$ cat src/rtl/counter_button_ctrl.sv
// counter_button_ctrl
//   Front end for the up/down counter datapath. Synchronises and debounces
//   two raw push buttons, arbitrates between them and issues single-cycle
//   increment/decrease pulses with hold-to-auto-repeat.
//
// Ports
//   clk        : rising-edge clock
//   reset      : asynchronous, active-low reset
//   en         : synchronous enable; no pulses while low
//   btn_inc    : raw increment button (async, active-high)
//   btn_dec    : raw decrease button (async, active-high)
//   increment  : registered one-cycle count-up pulse
//   decrease   : registered one-cycle count-down pulse
//   repeating  : registered, high while auto-repeating
module counter_button_ctrl #(
  parameter int DEBOUNCE_CYCLES = 4,
  parameter int REPEAT_DELAY    = 16,
  parameter int REPEAT_PERIOD   = 4
) (
  input  logic clk,
  input  logic reset,
  input  logic en,
  input  logic btn_inc,
  input  logic btn_dec,
  output logic increment,
  output logic decrease,
  output logic repeating
);

  localparam int DCW  = (DEBOUNCE_CYCLES > 1) ? $clog2(DEBOUNCE_CYCLES) : 1;
  localparam int TMAX = (REPEAT_DELAY > REPEAT_PERIOD) ? REPEAT_DELAY : REPEAT_PERIOD;
  localparam int TW   = (TMAX > 1) ? $clog2(TMAX) : 1;

  localparam logic [DCW-1:0] DEB_LAST    = DCW'(DEBOUNCE_CYCLES - 1);
  localparam logic [TW-1:0]  DELAY_LAST  = TW'(REPEAT_DELAY - 1);
  localparam logic [TW-1:0]  PERIOD_LAST = TW'(REPEAT_PERIOD - 1);

  typedef enum logic [1:0] {
    S_IDLE,
    S_DELAY,
    S_REPEAT,
    S_WAIT_RELEASE
  } state_t;

  typedef enum logic {
    DIR_INC = 1'b0,
    DIR_DEC = 1'b1
  } dir_t;

  // Bit 0 = increment button, bit 1 = decrease button.
  logic [1:0]     raw;
  logic [1:0]     sync1;
  logic [1:0]     sync2;
  logic [1:0]     deb;
  logic [DCW-1:0] cnt [2];

  state_t        state, state_nx;
  dir_t          dir, dir_nx;
  logic [TW-1:0] tmr, tmr_nx;
  logic          pulse;
  logic          act_deb;
  logic          other_deb;
  logic          inc_nx, dec_nx, rep_nx;

  assign raw = {btn_dec, btn_inc};

  // Two-flop synchronisers followed by a consecutive-sample debouncer.
  always_ff @(posedge clk or negedge reset) begin
    if (!reset) begin
      sync1 <= '0;
      sync2 <= '0;
      deb   <= '0;
      for (int unsigned i = 0; i < 2; i++) begin
        cnt[i] <= '0;
      end
    end else begin
      sync1 <= raw;
      sync2 <= sync1;
      for (int unsigned i = 0; i < 2; i++) begin
        if (sync2[i] == deb[i]) begin
          cnt[i] <= '0;
        end else if (cnt[i] == DEB_LAST) begin
          deb[i] <= sync2[i];
          cnt[i] <= '0;
        end else begin
          cnt[i] <= cnt[i] + DCW'(1);
        end
      end
    end
  end

  always_comb begin
    state_nx  = state;
    dir_nx    = dir;
    tmr_nx    = tmr;
    pulse     = 1'b0;
    act_deb   = (dir == DIR_INC) ? deb[0] : deb[1];
    other_deb = (dir == DIR_INC) ? deb[1] : deb[0];

    case (state)
      S_IDLE: begin
        if (en) begin
          if (deb[0] && deb[1]) begin
            state_nx = S_WAIT_RELEASE;
          end else if (deb[0]) begin
            pulse    = 1'b1;
            dir_nx   = DIR_INC;
            tmr_nx   = '0;
            state_nx = S_DELAY;
          end else if (deb[1]) begin
            pulse    = 1'b1;
            dir_nx   = DIR_DEC;
            tmr_nx   = '0;
            state_nx = S_DELAY;
          end
        end
      end
      // DELAY and REPEAT share exits; only the timer terminal count differs.
      S_DELAY, S_REPEAT: begin
        if (!act_deb) begin
          state_nx = S_IDLE;
          tmr_nx   = '0;
        end else if (other_deb || !en) begin
          state_nx = S_WAIT_RELEASE;
          tmr_nx   = '0;
        end else if (tmr == ((state == S_DELAY) ? DELAY_LAST : PERIOD_LAST)) begin
          pulse    = 1'b1;
          tmr_nx   = '0;
          state_nx = S_REPEAT;
        end else begin
          tmr_nx = tmr + TW'(1);
        end
      end
      S_WAIT_RELEASE: begin
        if (!deb[0] && !deb[1]) begin
          state_nx = S_IDLE;
        end
      end
      default: begin
        state_nx = S_IDLE;
      end
    endcase

    inc_nx = pulse && (dir_nx == DIR_INC);
    dec_nx = pulse && (dir_nx == DIR_DEC);
    rep_nx = (state_nx == S_REPEAT);
  end

  always_ff @(posedge clk or negedge reset) begin
    if (!reset) begin
      state     <= S_IDLE;
      dir       <= DIR_INC;
      tmr       <= '0;
      increment <= 1'b0;
      decrease  <= 1'b0;
      repeating <= 1'b0;
    end else begin
      state     <= state_nx;
      dir       <= dir_nx;
      tmr       <= tmr_nx;
      increment <= inc_nx;
      decrease  <= dec_nx;
      repeating <= rep_nx;
    end
  end

endmodule

$ cat config.mk
export PLATFORM = sky130hd
export DESIGN_NAME = counter_button_ctrl
export DESIGN_NICKNAME = d
export VERILOG_FILES = /design/src/rtl/counter_button_ctrl.sv
export SDC_FILE = /design/constraint.sdc
export NUM_CORES = 1
export LEC_CHECK = 0
export BUFFER_PORTS_ARGS = -buffer_cell sky130_fd_sc_hd__buf_2
export CAP_MARGIN = 40
export CORE_MARGIN = 5
export CORE_UTILIZATION = 60
export CTS_BUF_LIST = sky130_fd_sc_hd__clkbuf_8
export DETAILED_ROUTE_END_ITERATION = 8
export PLACE_DENSITY = 0.89
export REMOVE_ABC_BUFFERS = 1
export SKIP_CTS_REPAIR_TIMING = 1
export SLEW_MARGIN = 30
export SYNTH_ARGS = -nofsm -noshare
export SYNTH_HDL_FRONTEND = slang
export SYNTH_SLANG_ARGS = --single-unit
export TNS_END_PERCENT = 30
$ cat constraint.sdc
create_clock -name clk -period 5.3 [get_ports clk]
set_input_delay 0.795 -clock clk [delete_from_list [all_inputs] [get_ports clk]]
set_output_delay 0.795 -clock clk [all_outputs]
set_load 0.05 [all_outputs]
## Yosys cells after proc, flatten, opt, wreduce, memory -nomap -nowiden

Cells that the tools add are included.

| word-level totals | value |
|---|---|
| register bits after elaboration | 20 |
| input port bits | 5 |

| cells by class | value |
|---|---|
| add/sub/neg operators | 3 |
| equality and inequality tests | 12 |
| multiplexer cells | 37 |
| bitwise gates (word level) | 3 |
| reductions and logical operators | 14 |

Operator list:

| operator | number |
|---|---|
| 4-bit two-way mux | 8 |
| 2-bit two-way mux | 12 |
| 1-bit two-way mux | 14 |
| 2-bit equality test, second input constant | 5 |
| 4-bit case mux with 2 select lines | 1 |
| 2-bit case mux with 3 select lines | 1 |
| 2-bit by 1-bit adder with 2-bit output, second input constant | 2 |
| 4-bit by 1-bit adder with 4-bit output, second input constant | 1 |
| 4-bit equality test | 1 |
| 1-bit logical AND | 4 |
| 2-bit != test, second input constant | 2 |
| 2-bit AND reduction | 2 |
| 4-bit AND reduction | 1 |
| 1-bit zero test | 3 |
| 3-bit != test, second input constant | 1 |
| 1-bit inverter | 3 |
| 1-bit equality test | 2 |
| 2-bit by 1-bit equality test with 1-bit output, second input constant | 1 |
| 2-bit zero test | 1 |
| 1-bit case mux with 2 select lines | 1 |
| 2-bit nonzero test | 1 |
| 2-bit OR reduction | 1 |
| 1-bit logical OR | 1 |

## Longest topological paths before layout

Gate-level depths: netlist of the first run.

| depth | value |
|---|---|
| word-level depth | 8 |
| depth in mapped cells | 7 |
| mapped depth without buffers | 6 |

## Least setup slack after synthesis of the first run

OpenSTA, ideal clock, no wires.

| path | value |
|---|---|
| kind | register to register |
| from | register state[0] |
| to | register decrease |
| library setup time | 0.087 ns |
| arrival time | 1.781 ns |
| data required time | 5.213 ns |
| slack | 3.433 ns |
| stages on the path, launching flop included | 6 |
| period minus slack after synthesis | 1.867 ns |
| cell sequence | dfrtp_1 -> ha_1 -> or4b_4 -> and2_4 -> o32a_1 -> a211oi_2 |

| between the ends | value |
|---|---|
| cells in the longest elaborated chain, start to end | 8 |
| elaborated cells on any way between the ends | 12 |

RTL lines:

| item | RTL line | text |
|---|---|---|
| start, declared | 57 | `state_t state, state_nx;` |
| start signal, assigned | 158 | `state <= state_nx;` |
| 2-bit by 1-bit equality test with 1-bit output | 100, 126 |  |
| 4-bit two-way mux | 126 | `end else if (tmr == ((state == S_DELAY) ? DELAY_LAST : PERIOD_LAST)) begin` |
| 4-bit equality test | 126 |  |
| 1-bit two-way mux | 126 |  |
| 1-bit two-way mux | 123 | `end else if (other_deb \|\| !en) begin` |
| 1-bit two-way mux | 120 | `if (!act_deb) begin` |
| 1-bit case mux with 2 select lines | 100 | `case (state)` |
| 1-bit logical AND (*) | 145 | `dec_nx = pulse && (dir_nx == DIR_DEC);` |
| net dec_nx | 63 | `logic inc_nx, dec_nx, rep_nx;` |
| end signal, assigned | 162 | `decrease <= dec_nx;` |
| end, declared | 26 | `output logic decrease,` |

The timed path passes the listed nets; every way through them passes the cells marked *.
A chain may end at the register's enable or synchronous reset.

## Final worst setup path of the first run

| path | value |
|---|---|
| from | register state[1] |
| to | register decrease |

Same word-level chain as after synthesis.

==> impl_metrics.toml, run 1 <==
[outcome]
outcome = "complete, no violations"

[floorplanning]
die_w_um = 52.0
die_area_um2 = 2710
initial_core_util = 0.621
die_y_um = 52.0
design.core.area_um2 = 1710
row_count = 15
io_pins = 8

[worst_setup_path]
crit_chain = "inv_1, ha_1, or4b_4, and2_4, o32a_1, a211oi_2"
worst-path-buf-inv = 1
critPathSlowestCell = "or4b_4"
crit_family = "simple AND/OR/NAND/NOR gates"
critical_path_class = "reg2reg"
cp.arrival_ps = 2260
required_ps = 5480
worstPathMaxFanout = 4
critPathCaptureType = "flip-flop"
cp_slowest_stage_delay_ps = 550
cp-start-kind = "flip-flop"

[route]
wl_per_cell_um = 15.4
vias = 762
first_pass_iters = 5
via_per_inst = 5.82
post-route-drc-count = 0
routed_wl_mm = 2.02
ant_nets = 0
drtIter0Drc = 7

[yosys]
ys_types = 40
ys.flop_type = "dfrtp_1"
async_reset_ff_frac = 1.00
postSynthAreaPerCell_um2 = 10.9
netlist_instances = 97
yosysWarnings = 0
synth_edf_count = 0
seq_area_frac_synth = 0.472
synth_area_um2 = 1060
ys_ff_latch = 20

[global_route]
antenna_found_initial = 0
grt_max_degree = 21
grt.total_usage = 0.172
grt_pass1_wl_mm = 3.46
grt_pass1_vias = 813
globalRouteOverflowTotal = 0

[placed_design]
hpwlAfterDp_mm = 1.37
finalWeightedCongestion = 0.929
dp_slack_ps = 3250
port-buffer-count = 7

[run]
maxCapViolCount = 0

[clocking]
clkSlewWorstSetupHoldPaths_ps = 80
numClockSinks = 20
cts_inserted_buffers = 3
cts_root_buffer = "clkbuf_8"
clkLatencyLatePin_ps = 260
cts_tree = "built"
clockBufferDepth = 2
htreeDepth = 1

[timing]
finalHoldViolCount = 0
finalCritPeriodShare = 0.393
relSlewSlack = 0.638
finalSetupTns_ps = 0
slew_viol_final = 0
rsz0062_at_grt = "false"
tightest_slew_ps = 539
setup_viol = 0
fmax_mhz = 480
fin_crit_ps = 2080
clock_skew_ps = 8.19
worst_slack_ps = 3220

[pwr]
cellPowerDensity_nw_per_um2 = 556
ir_worst_vdd_mv = 0.270
p_leak_nw = 0.548

[finish]
post_route_cells_drive_above_1_share = 0.189
antennaDiodeCount = 0
fill_cells = 132
syn_to_final_growth_pct = 12.2
fin_util = 0.696
final_nets = 120

[worst_hold_path]
hold_path_class = "reg2reg"
==> worst register-to-register path: stages (launching register included) <==
cell and delay [ps]:
dfrtp_1 410, inv_1 120, ha_1 230, or4b_4 550, and2_4 180, o32a_1 360, a211oi_2 150
==> power breakdown <==
| part | switching [mW] | internal [mW] |
|---|---|---|
| logic | 0.157 | 0.109 |
| registers | 0.0498 | 0.194 |
| clock network | 0.0505 | 0.101 |
==> path summary, 6_finish.rpt <==
check,from,to,slack (ps),cells after the start
worst max-delay path,state[1]$_DFF_PN0_,decrease$_DFF_PN0_,3220,6
worst min-delay path,sync1[1]$_DFF_PN0_,sync2[1]$_DFF_PN0_,350,0
worst max register to register,state[1]$_DFF_PN0_,decrease$_DFF_PN0_,3220,6
worst min register to register,sync1[1]$_DFF_PN0_,sync2[1]$_DFF_PN0_,350,0
max in group asynchronous,reset,tmr[1]$_DFFE_PN0P_,4520,1
min in group asynchronous,reset,state[1]$_DFF_PN0_,470,1
==> cells in the final DEF (no fill, tap or decap), types with 2 or more instances in the layout <==
master	n
and3b_1	2
clkbuf_8	3
buf_2	7
ha_1	8
nand4_1	2
a21oi_1	4
inv_1	6
nand2_1	7
dfrtp_1	20
nand3_1	2
o21ai_0	6
nor3b_1	2
a221oi_1	2
a211oi_2	2
nor2b_1	3
nor3_1	2
nand2b_1	2
o31ai_1	3
==> cell families after synthesis <==
logic type               after synthesis  synth area share
XOR/XNOR                               2            0.0165
AND/OR/NAND/NOR                       33             0.197
flip-flops                            20             0.472
adder cells (fa/ha/maj)                8            0.0945
multiplexers                           2            0.0201
AO/OA/AOI/OAI                         24             0.170
buffers and inverters                  8            0.0295
==> cells in the mapped netlist (2+ instances only) <==
cell type	n	area, um^2
nor3b_1	2	15.0
inv_1	6	22.5
nor3_1	2	10.0
a211oi_2	2	25.0
a21oi_1	4	20.0
nand2_1	7	26.3
o31ai_1	3	22.5
o21ai_0	6	30.0
and3b_1	2	17.5
nor2b_1	3	18.8
a221oi_1	2	17.5
nand2b_1	2	12.5
dfrtp_1	20	500
nand4_1	2	12.5
ha_1	8	100
nand3_1	2	10.0
==> final cells by class <==
type,instances,area (um^2),area share
repair buffers,7,35.0,0.0295
multi-input cells,69,528,0.444
clock buffers,3,41.3,0.0347
flip-flops and latches,20,500,0.421
inverters,6,22.5,0.0189
clock inverters,1,30.0,0.0253
well taps,25,31.3,0.0263
==> layer usage <==
layer | global-route usage | part of all wire | vias to the layer above
li1 | - | - | 375
met1 | 0.203 | 0.44 | 356
met2 | 0.280 | 0.49 | 25
met3 | 0.0258 | 0.045 | 6
met4 | 0.127 | 0.021 | 0
met5 | 0 | 0 | -
==> metrics by stage <==
step | total power, mW | hold slack [ps] | std cells | instance area, um^2
after global routing | 0.709 | 376 | 131 | 1190
after CTS | 0.661 | 352 | 131 | 1190
final | 0.661 | 349 | 131 | 1190
after floorplan | 0.439 | 331 | 95 | 1050
after detailed placement | 0.501 | 336 | 127 | 1120
after global placement | 0.488 | 333 | 127 | 1120
==> state kept, by name (all words and copies together), names as in the netlist <==
register / count
deb: 2
sync1: 2
cnt: 4
repeating: 1
sync2: 2
decrease: 1
tmr: 4
dir: 1
increment: 1
state: 2
(Power assumes the default switching activity.)
==> run 2, diff against run 1 <==
ABC_AREA = 1   (was default)
CORE_UTILIZATION = 54   (was 60)
PLACE_DENSITY = 0.85   (was 0.89)
clock period = 1.8 ns   (was 5.3 ns; I/O delays follow)
==> impl_metrics.toml, run 2 <==
[route]
drtIter0Drc = 24
first_pass_iters = 4
wl_per_cell_um = 12.1
routed_wl_mm = 1.79
ant_nets = 0
vias = 747
via_per_inst = 5.05
post-route-drc-count = 0

[worst_setup_path]
rr_endpoint = "tmr[2]$_DFFE_PN0P_"
startpoint = "state[1]$_DFF_PN0_"
critPathCaptureType = "flip-flop"
cp-start-kind = "flip-flop"
endpoint = "tmr[2]$_DFFE_PN0P_"
reg2reg_depth = 6
worstPathMaxFanout = 8
required_ps = 1990
critical_path_class = "reg2reg"
rrSetupSlack_ps = 190
reg2reg_from = "state[1]$_DFF_PN0_"
cp.arrival_ps = 1800

[yosys]
postSynthAreaPerCell_um2 = 9.09
yosys.area.top_type = "dfrtp_1"
seq_area_frac_synth = 0.496
yosysMostFrequentCell = "nand2_1"
synth_edf_count = 0
ys_types = 19
synth_commonest_cells = "22 x nand2_1, 20 x dfrtp_1, 16 x inv_1"
post-synth-top-area-fraction = 0.496
yosysWarnings = 0
ys_ff_latch = 20
synth_area_um2 = 1010
ys.flop_type = "dfrtp_1"
yosys-top-cells-area = "dfrtp_1 50%, ha_1 9.9%, nand2_1 8.2%"
netlist_instances = 111
async_reset_ff_frac = 1.00

[pwr]
clockPowerShare = 0.250
swShare = 0.395
p_switching_mw = 0.715
power_mw = 1.81
p_leak_nw = 0.586
cellPowerDensity_nw_per_um2 = 1560
pwr-share-comb = 0.387
ir_worst_vdd_mv = 0.890
internal-power_mw = 1.10
seqPwrFrac = 0.363

[global_route]
antenna_found_initial = 0
globalRouteOverflowTotal = 0
grt_max_degree = 21
grt_pass1_wl_mm = 3.12
grt.total_usage = 0.155
grt_pass1_vias = 737

[finish]
fill_cells = 140
final_common_cell = "nand2_1"
top_regs = "cnt (4), tmr (4)"
syn_to_final_growth_pct = 15.1
multi_input_area_um2 = 442
layout_common_cells = "22 x nand2_1, 20 x dfrtp_1, 16 x inv_1"
regArea_um2 = 500
antennaDiodeCount = 0
final_nets = 137
post_route_cells_drive_above_1_share = 0.171

[timing]
finalSetupTns_ps = 0
whs_ps = 106
setup_viol = 0
finalHoldViolCount = 0
relSlewSlack = 0.714
fmax_mhz = 620
fin_crit_ps = 1610
finalCritPeriodShare = 0.895
rsz0062_at_grt = "false"
tightest_slew_ps = 430
slew_viol_final = 0
clock_skew_ps = 5.26

[placed_design]
finalWeightedCongestion = 0.891
hpwlAfterDp_mm = 1.29
port-buffer-count = 7

[floorplanning]
row_count = 15
die_w_um = 53.2
io_pins = 8
design.core.area_um2 = 1750
die_y_um = 53.2
die_area_um2 = 2830
initial_core_util = 0.578

[run]
maxCapViolCount = 0

[clocking]
clkLatencyLatePin_ps = 270
cts_tree = "built"
clockBufferDepth = 2
htreeDepth = 1
numClockSinks = 20
cts_root_buffer = "clkbuf_8"
cts_inserted_buffers = 3
clkSlewWorstSetupHoldPaths_ps = 80

[outcome]
outcome = "complete, no violations"

[worst_hold_path]
hold_path_class = "in2reg"
run 2: critical path, cell delays in order, from the launching register on:
cell and delay (ps):
dfrtp_1 440, inv_1 140, ha_1 260, nand3_1 150
o2bb2ai_2 290, nand2_1 100, a22oi_1 150
run 2: layer usage:
metal,track usage,up-vias,part of all wire
li1,-,378,-
met1,0.179,342,0.44
met2,0.265,20,0.48
met3,0.0282,7,0.045
met4,0.0894,0,0.032
met5,0,-,0
run 2: through the flow:
stage           util  std cells  area (um^2)  setup slack, ps
2_1_floorplan      -        111         1010              448
3_3_place_gp   0.616        143         1070              261
3_5_place_dp   0.616        143         1070              129
4_1_cts        0.657        147         1150             88.6
5_1_grt        0.665        148         1160             79.0
6_report       0.665        148         1160              188
run 2: worst min path at each step:
stage / from / endpoint / depth (start not counted)
floorplan: reset / cnt[0]$_DFF_PN0_ / 0
global placement: reset / sync1[0]$_DFF_PN0_ / 1
detailed placement: reset / sync1[0]$_DFF_PN0_ / 1
CTS: reset / cnt[0]$_DFF_PN0_ / 1
global route: btn_dec / sync1[1]$_DFF_PN0_ / 1
finish: btn_dec / sync1[1]$_DFF_PN0_ / 1
run 2: cells by family after synthesis:
kind of cell / Yosys count / share of synthesized area
buffers and inverters: 19 / 0.0707
adder cells (fa/ha/maj): 8 / 0.0993
XOR/XNOR: 3 / 0.0261
flip-flops: 20 / 0.496
AO/OA/AOI/OAI: 16 / 0.0918
AND/OR/NAND/NOR: 45 / 0.216
run 2: area by class of cell:
class	instances	share of cell area
clock buffer	3	0.0356
clock inverter	1	0.0259
tap	25	0.0269
inverter	19	0.0614
timing repair buffer	8	0.0388
multi-input combinational	72	0.380
sequential	20	0.431
run 2: power by group through the flow:
stage                     registers [mW]  clock network [mW]  logic, mW
after floorplan                    0.705                   0      0.492
after global placement             0.657                   0      0.653
after detailed placement           0.664                   0      0.681
after CTS                          0.657               0.456      0.693
after global routing               0.678               0.474      0.793
final                              0.657               0.454      0.701
